**src/rtl/crc_fcs_insert_if.sv**
```systemverilog
// Byte-stream bus around the FCS inserter: upstream "pre" side and downstream "post" side.
interface crc_fcs_insert_if;
    logic [7:0] i_pre_data;
    logic       i_pre_valid;
    logic       i_pre_last;
    logic       o_pre_ready;
    logic [7:0] o_post_data;
    logic       o_post_valid;
    logic       o_post_last;

    // slave is the inserter itself; master is the frame source / sink around it.
    modport slave (
        input  i_pre_data, i_pre_valid, i_pre_last,
        output o_pre_ready, o_post_data, o_post_valid, o_post_last
    );
    modport master (
        output i_pre_data, i_pre_valid, i_pre_last,
        input  o_pre_ready, o_post_data, o_post_valid, o_post_last
    );
endinterface

```
**src/rtl/crc_fcs_insert.sv**
```systemverilog
// Transmit-side framer: forwards payload, zero-pads short frames to the minimum length,
// and appends the Ethernet FCS (reflected CRC-32), stalling upstream while it does so.
module crc_fcs_insert #(
    parameter int P_MIN_LEN = 60,
    parameter bit P_PAD_EN  = 1'b1
) (
    input  logic            i_clk,
    input  logic            i_rst,
    crc_fcs_insert_if.slave bus
);
    typedef enum logic [1:0] {IDLE, DATA, PAD, FCS} state_t;

    localparam logic [10:0] MIN_LEN  = 11'(P_MIN_LEN);
    localparam logic [31:0] CRC_POLY = 32'hEDB88320;
    localparam logic [31:0] CRC_INIT = 32'hFFFF_FFFF;

    state_t      state, state_next;
    logic [31:0] crc, crc_next, fcs_word;
    logic [10:0] count, count_next, count_inc;
    logic [1:0]  fcs_idx, fcs_idx_next;
    logic [7:0]  data_q, data_next;
    logic        valid_q, valid_next;
    logic        last_q, last_next;
    logic        ready_q, ready_next;
    logic        accept, want_pad;

    function automatic logic [31:0] crc_byte(input logic [31:0] c, input logic [7:0] d);
        logic [31:0] r;
        r = c;
        for (int i = 0; i < 8; i++) begin
            r = (r >> 1) ^ ((r[0] ^ d[i]) ? CRC_POLY : 32'h0);
        end
        return r;
    endfunction

    assign accept    = bus.i_pre_valid && ready_q;
    assign count_inc = (count == 11'h7FF) ? count : count + 11'd1;
    assign want_pad  = P_PAD_EN && (count_inc < MIN_LEN);
    assign fcs_word  = ~crc;

    always_comb begin
        // NOTE: every variable gets a default before the case so no path leaves it unassigned (no latches).
        state_next   = state;
        crc_next     = crc;
        count_next   = count;
        fcs_idx_next = fcs_idx;
        data_next    = 8'h00;
        valid_next   = 1'b0;
        last_next    = 1'b0;

        case (state)
            IDLE, DATA: begin
                if (accept) begin
                    data_next  = bus.i_pre_data;
                    valid_next = 1'b1;
                    crc_next   = crc_byte(crc, bus.i_pre_data);
                    count_next = count_inc;
                    if (bus.i_pre_last) state_next = want_pad ? PAD : FCS;
                    else                state_next = DATA;
                end
            end
            PAD: begin
                valid_next = 1'b1;
                crc_next   = crc_byte(crc, 8'h00);
                count_next = count_inc;
                if (count_inc >= MIN_LEN) state_next = FCS;
            end
            FCS: begin
                valid_next   = 1'b1;
                data_next    = fcs_word[{fcs_idx, 3'b000} +: 8];
                fcs_idx_next = fcs_idx + 2'd1;
                if (fcs_idx == 2'd3) begin
                    last_next  = 1'b1;
                    state_next = IDLE;
                    crc_next   = CRC_INIT;
                    count_next = 11'd0;
                end
            end
            default: state_next = IDLE;
        endcase

        // NOTE: ready is registered from the next state, so it drops the cycle after the last accept.
        ready_next = (state_next == IDLE) || (state_next == DATA);
    end

    // NOTE: sequential state uses non-blocking assignments only.
    always_ff @(posedge i_clk or posedge i_rst) begin
        if (i_rst) begin
            state   <= IDLE;
            crc     <= CRC_INIT;
            count   <= 11'd0;
            fcs_idx <= 2'd0;
            data_q  <= 8'h00;
            valid_q <= 1'b0;
            last_q  <= 1'b0;
            ready_q <= 1'b1;
        end else begin
            state   <= state_next;
            crc     <= crc_next;
            count   <= count_next;
            fcs_idx <= fcs_idx_next;
            data_q  <= data_next;
            valid_q <= valid_next;
            last_q  <= last_next;
            ready_q <= ready_next;
        end
    end

    assign bus.o_pre_ready  = ready_q;
    assign bus.o_post_data  = data_q;
    assign bus.o_post_valid = valid_q;
    assign bus.o_post_last  = last_q;
endmodule

```
**src/flat_wrapper.sv**
```systemverilog
// flat-port wrapper written by rule: the top's interface ports become plain ports
module crc_fcs_insert_flat 
#(
    parameter int P_MIN_LEN = 60,
    parameter bit P_PAD_EN  = 1'b1
)
  (i_clk, i_rst, bus_i_pre_data, bus_i_pre_valid, bus_i_pre_last, bus_o_pre_ready, bus_o_post_data, bus_o_post_valid, bus_o_post_last);
  crc_fcs_insert_if bus_i ();
  input  logic i_clk;
  input  logic i_rst;
  input wire logic [$bits(bus_i.i_pre_data)-1:0] bus_i_pre_data;
  input wire logic [$bits(bus_i.i_pre_valid)-1:0] bus_i_pre_valid;
  input wire logic [$bits(bus_i.i_pre_last)-1:0] bus_i_pre_last;
  output wire logic [$bits(bus_i.o_pre_ready)-1:0] bus_o_pre_ready;
  output wire logic [$bits(bus_i.o_post_data)-1:0] bus_o_post_data;
  output wire logic [$bits(bus_i.o_post_valid)-1:0] bus_o_post_valid;
  output wire logic [$bits(bus_i.o_post_last)-1:0] bus_o_post_last;
  assign bus_i.i_pre_data = bus_i_pre_data;
  assign bus_i.i_pre_valid = bus_i_pre_valid;
  assign bus_i.i_pre_last = bus_i_pre_last;
  assign bus_o_pre_ready = bus_i.o_pre_ready;
  assign bus_o_post_data = bus_i.o_post_data;
  assign bus_o_post_valid = bus_i.o_post_valid;
  assign bus_o_post_last = bus_i.o_post_last;
  crc_fcs_insert #(.P_MIN_LEN(P_MIN_LEN), .P_PAD_EN(P_PAD_EN)) u_core (.i_clk(i_clk), .i_rst(i_rst), .bus(bus_i));
endmodule
```
**config.mk**
```make
export PLATFORM = sky130hd
export DESIGN_NAME = crc_fcs_insert_flat
export DESIGN_NICKNAME = d
export VERILOG_FILES = /design/src/rtl/crc_fcs_insert_if.sv /design/src/rtl/crc_fcs_insert.sv /design/src/flat_wrapper.sv
export SDC_FILE = /design/constraint.sdc
export NUM_CORES = 1
export LEC_CHECK = 0
export CAP_MARGIN = 10
export CELL_PAD_IN_SITES_DETAIL_PLACEMENT = 1
export CELL_PAD_IN_SITES_GLOBAL_PLACEMENT = 2
export CORE_ASPECT_RATIO = 0.75
export CORE_MARGIN = 3
export CORE_UTILIZATION = 30
export CTS_CLUSTER_DIAMETER = 50
export CTS_CLUSTER_SIZE = 24
export DETAILED_ROUTE_END_ITERATION = 10
export PLACE_DENSITY_LB_ADDON = 0.1
export SYNTH_ARGS = -nofsm -noshare
export SYNTH_HDL_FRONTEND = slang
export SYNTH_SLANG_ARGS = --single-unit
```
**constraint.sdc**
```tcl
create_clock -name i_clk -period 2.4 [get_ports i_clk]
set_input_delay 0.48 -clock i_clk [delete_from_list [all_inputs] [get_ports i_clk]]
set_output_delay 0.48 -clock i_clk [all_outputs]
set_load 0.01 [all_outputs]
```
Yosys cells after proc, flatten, opt, wreduce, memory -nomap -nowiden --
Cells that the tools add are included.
Cells by class: order comparisons 2, bitwise operators 25, reductions and logical operators 7, equal/unequal tests 8, $add $sub $neg 2, muxes and demuxes 35, shift-type cells 1
Operators with widths (count):
- $mux W32 | 18
- $xor A31 B32 Y32 | 16
- $pmux W32 S3 | 1
- $mux W11 | 3
- $pmux W11 S3 | 1
- $not A32 Y32 | 1
- $shiftx A32 B6 Y8 | 1
- $pmux W8 S2 | 1
- $add A11 B1 Y11 const B | 1
- $eq A11 B11 Y1 const B | 1
- $ge A11 B6 Y1 const B | 1
- $lt A11 B6 Y1 const B | 1
- $mux W2 | 4
- $mux W8 | 1
- $xor A1 B1 Y1 | 8
- $eq A2 B2 Y1 const B | 3
- $pmux W2 S3 | 1
- $eq A2 B1 Y1 const B | 2
- $logic_not A2 Y1 | 2
- $mux W1 | 4
- $ne A2 B1 Y1 const B | 2
- $reduce_or A2 Y1 | 2
- $add A2 B1 Y2 const B | 1
- $pmux W1 S2 | 1
- 3 further kinds | 3
Word-level totals: flip-flop bits (word level) 58, input bits 12, output and inout bits 11, word-level logic and storage cells 88

Longest topological paths before layout --
depth after elaboration 26, gate-level depth with buffers 7, gate-level depth less buffers 7

Worst setup path after synthesis --
Ideal clock, no wire load.
path kind register to register, start register u_core.crc[7], end register u_core.crc[20], library setup time 0.105 ns, stages on the path, launching flop included 8, slack 0.375 ns, buffers on the path 1, required time 2.295 ns, arrival 1.920 ns, clock period less this slack 2.025 ns, path through dfstp_2 buf_4 xor2_4 xnor2_4 xor2_4 a22o_1 a21oi_1 a41oi_1
On the way: word-level cells in the longest chain between the ends 12, elaborated cells on any way between the ends 21, those cells by class mux: 4; bitwise: 17
Ends and longest elaborated chain:
- from (decl) | line crc_fcs_insert.sv:18 | logic [31:0] crc, crc_next, fcs_word;
- from (signal assigned) | line crc_fcs_insert.sv:99 | crc <= crc_next;
- $xor A31 B32 Y32 (7 in a row) | line crc_fcs_insert.sv:31 | r = (r >> 1) ^ ((r[0] ^ d[i]) ? CRC_POLY : 32'h0);
- $xor A1 B1 Y1 | line crc_fcs_insert.sv:31
- $mux W32 | line crc_fcs_insert.sv:31
- $xor A31 B32 Y32 | line crc_fcs_insert.sv:31
- $mux W32 | line crc_fcs_insert.sv:53 | if (accept) begin
- $pmux W32 S3 (*) | line crc_fcs_insert.sv:51 | case (state)
Mark *: on every way between the ends. The rest lies on a longest branch, timed or not. The select of a mux whose other input is x is not followed. A chain may end at the register's enable or synchronous reset.

Final worst setup path --
start input port bus_i_pre_data[3], end register u_core.crc[5]
On the way: word-level cells in the longest chain between the ends 9
Ends and longest elaborated chain:
- from (decl) | line flat_wrapper.sv:11 | input wire logic [$bits(bus_i.i_pre_data)-1:0] bus_i_pre_data;
- $xor A1 B1 Y1 | line crc_fcs_insert.sv:31
- $mux W32 | line crc_fcs_insert.sv:31
- $xor A31 B32 Y32 (5 in a row) | line crc_fcs_insert.sv:31
- $mux W32 | line crc_fcs_insert.sv:53
- $pmux W32 S3 | line crc_fcs_insert.sv:51
Every way passes these cells. The select of a mux whose other input is x is not followed.

==> flow_summary.yaml <==
outcome:
  run_status: "finished clean"
synthesis:
  synthCells: 451
  syn_area_per_cell_sq_um: 9.45
  seq_area_frac_synth_pct: 35.0
  syn-cell-area_sq_um: 4260
  synth-edff-count: 0
  postSynth.asyncResetShare_pct: 100
  yosysWarnings: 0
  synth_seq_cells: 58
  synth_ff_type: "dfstp_2"
  synthesis.nets: 465
  ys_types: 51
finish:
  area_growth_pct: 25.4
  fin_area_sq_um: 5340
  n_antenna_cell: 0
  nNetsFinal: 524
  final_common_cell: "xnor2_1"
  drive_gt1_share_pct: 26.0
  layout_common_cells: "xnor2_1, buf_4, nand2_1"
  seq_area_sq_um: 1490
  multi_input_area_sq_um: 2620
  utilization_pct: 38.7
  fillers: 1559
place:
  port_buffers: 22
  hpwl_um: 10600
  dpl-instance-area_sq_um: 5010
  gp_congestion: 0.852
min_path:
  hold_class: "reg2reg"
critical_path:
  path_cells: "clkdlybuf4s50_1 -> xnor2_2 -> xnor2_2 -> buf_4 -> xor2_4 -> o21ai_0 -> xor2_1 -> a21oi_1"
  crit_required_ns: 2.66
  crit_fanout: 8
  cp.arrival_ns: 2.50
  worstSetupStartpointType: "primary input"
  end_kind: "flip-flop"
  crit_family: "buffers and inverters"
  slowest_stage: "clkdlybuf4s50_1"
  critPathMostFrequentCell: "xnor2_2"
  path_buf_inv: 2
  worstSetupPathType: "in2reg"
  cpPeakStageDelay_ns: 0.65
clocking:
  clock-sinks: 58
  cts_hold_buf: 0
  h-tree-depth: 3
  cts_buffers: 9
  cts.root.buffer_cell: "clkbuf_16"
  cts.path.max_buffers: 2
  cts_tree: "yes"
  path_clk_slew_ns: 0.06
  clkLatencyLatePin_ns: 0.33
die:
  chipHeight_um: 109
  start_util_pct: 30.9
  dieArea_sq_um: 15700
  core_sq_um: 13800
  num_rows: 37
  die_w_um: 144
  ios: 23
timing:
  slew_violations: 0
  fmax_mhz: 446
  rsz0062_at_grt: "false"
  finalClockSkew_ns: 0.00703
  fin_tns_setup_ns: 0
  layout_min_cycle_time_ns: 2.24
  timing.final.crit_share_pct: 93.5
  finalSetupViolations: 0
  finalHoldViolCount: 0
  slew_headroom_pct: 64.4
  holdWs_ns: 0.496
  worst_pin_slew_ns: 0.530
global_route:
  grtUsageTotal_pct: 19.3
  grt_pass1_vias: 3614
  grt_start_max_net_pins: 59
  grt_pass1_wl_um: 22300
  antenna_found_initial: 0
  grt_overflow: 0
detailed_routing:
  drc: 0
  ant_nets: 0
  viasPerCell: 5.14
  firstDrtPassIters: 4
  route.vias.total: 3545
  wl_um: 14400
  drtIter0Drc: 222
  post_drt_wl_per_cell_um: 20.9
job:
  maxCapViolCount: 0
[state kept, by name, indices dropped and copies added, names as in the netlist]
register and flops:
u_core.bus.o_post_last 1, u_core.state 2, u_core.bus.o_post_valid 1, u_core.count 11
u_core.fcs_idx 2, u_core.bus.o_post_data 8, u_core.bus.o_pre_ready 1, u_core.crc 32
[cell families (layout without fill, tap and decap cells)]
group           count (synthesis)  count (layout)  synth area share, %
xor+xnor                      128             128                 28.5
simple gates                  107             107                 11.3
buf+inv                        35              99                 3.79
flops                          58              58                 35.0
mux                            14              14                 5.78
compound gates                107             107                 15.0
fa+ha+maj                       2               2                0.587
[cells in the mapped netlist, drive strengths merged, types with 5 or more instances]
cell type,count,area (sq um)
a21oi,19,95.1
buf,15,86.3
clkbuf,17,63.8
dfrtp,25,626
dfstp,33,867
mux2,5,56.3
mux4,8,180
nand2,52,195
nand2b,5,31.3
nand3,7,35.0
nor2,20,75.1
nor2b,6,37.5
o21ai,46,230
o22ai,18,113
xnor2,91,838
xor2,37,377
[cell type report]
type / instances / share of cell area, %
clock buffer: 11 / 4.54
clock inverter: 5 / 1.45
inverter: 3 / 0.211
multi-input combinational: 358 / 49.0
sequential: 58 / 27.9
tap: 175 / 4.10
timing repair buffer: 80 / 12.7
[worst reg2reg max path: cells and delay by family (launching register included)]
family	cells	cell delay (ns)
AO/OA/AOI/OAI	2	0.53
flip-flops	1	0.67
XOR/XNOR	3	0.91
[routing by layer]
layer | up-vias | routed length, um | track usage [%]
li1 | 1665 | - | -
met1 | 1787 | 7700 | 31.2
met2 | 79 | 5830 | 26.3
met3 | 14 | 709 | 2.94
met4 | 0 | 188 | 4.84
met5 | - | 0 | 0
[final timing paths]
check | startpoint | slack, ns | cells after the start | end
max | bus_i_pre_data[3] | 0.16 | 8 | u_core.crc[5]
min | u_core.crc[24] | 0.50 | 2 | u_core.crc[24]
max reg2reg | u_core.crc[3] | 0.21 | 5 | u_core.crc[22]
min reg2reg | u_core.crc[24] | 0.50 | 2 | u_core.crc[24]
max in group asynchronous | i_rst | 1.54 | 3 | u_core.crc[25]
min in group asynchronous | i_rst | 0.54 | 3 | u_core.bus.o_post_last
[through the flow]
step	std cells	setup slack [ns]
after floorplan	451	0.375
after global placement	673	-0.128
after detailed placement	673	-0.190
after CTS	689	0.148
after global routing	690	0.0214
final	690	0.155
[repair_timing]
item                       4_1_cts  5_1_grt
setup endpoints to repair        0        1
gates resized for setup          0        1
buffers inserted                 0        1
Power is not shown: default switching activity piles up to over one toggle a cycle in this logic, so the estimate is an artifact.
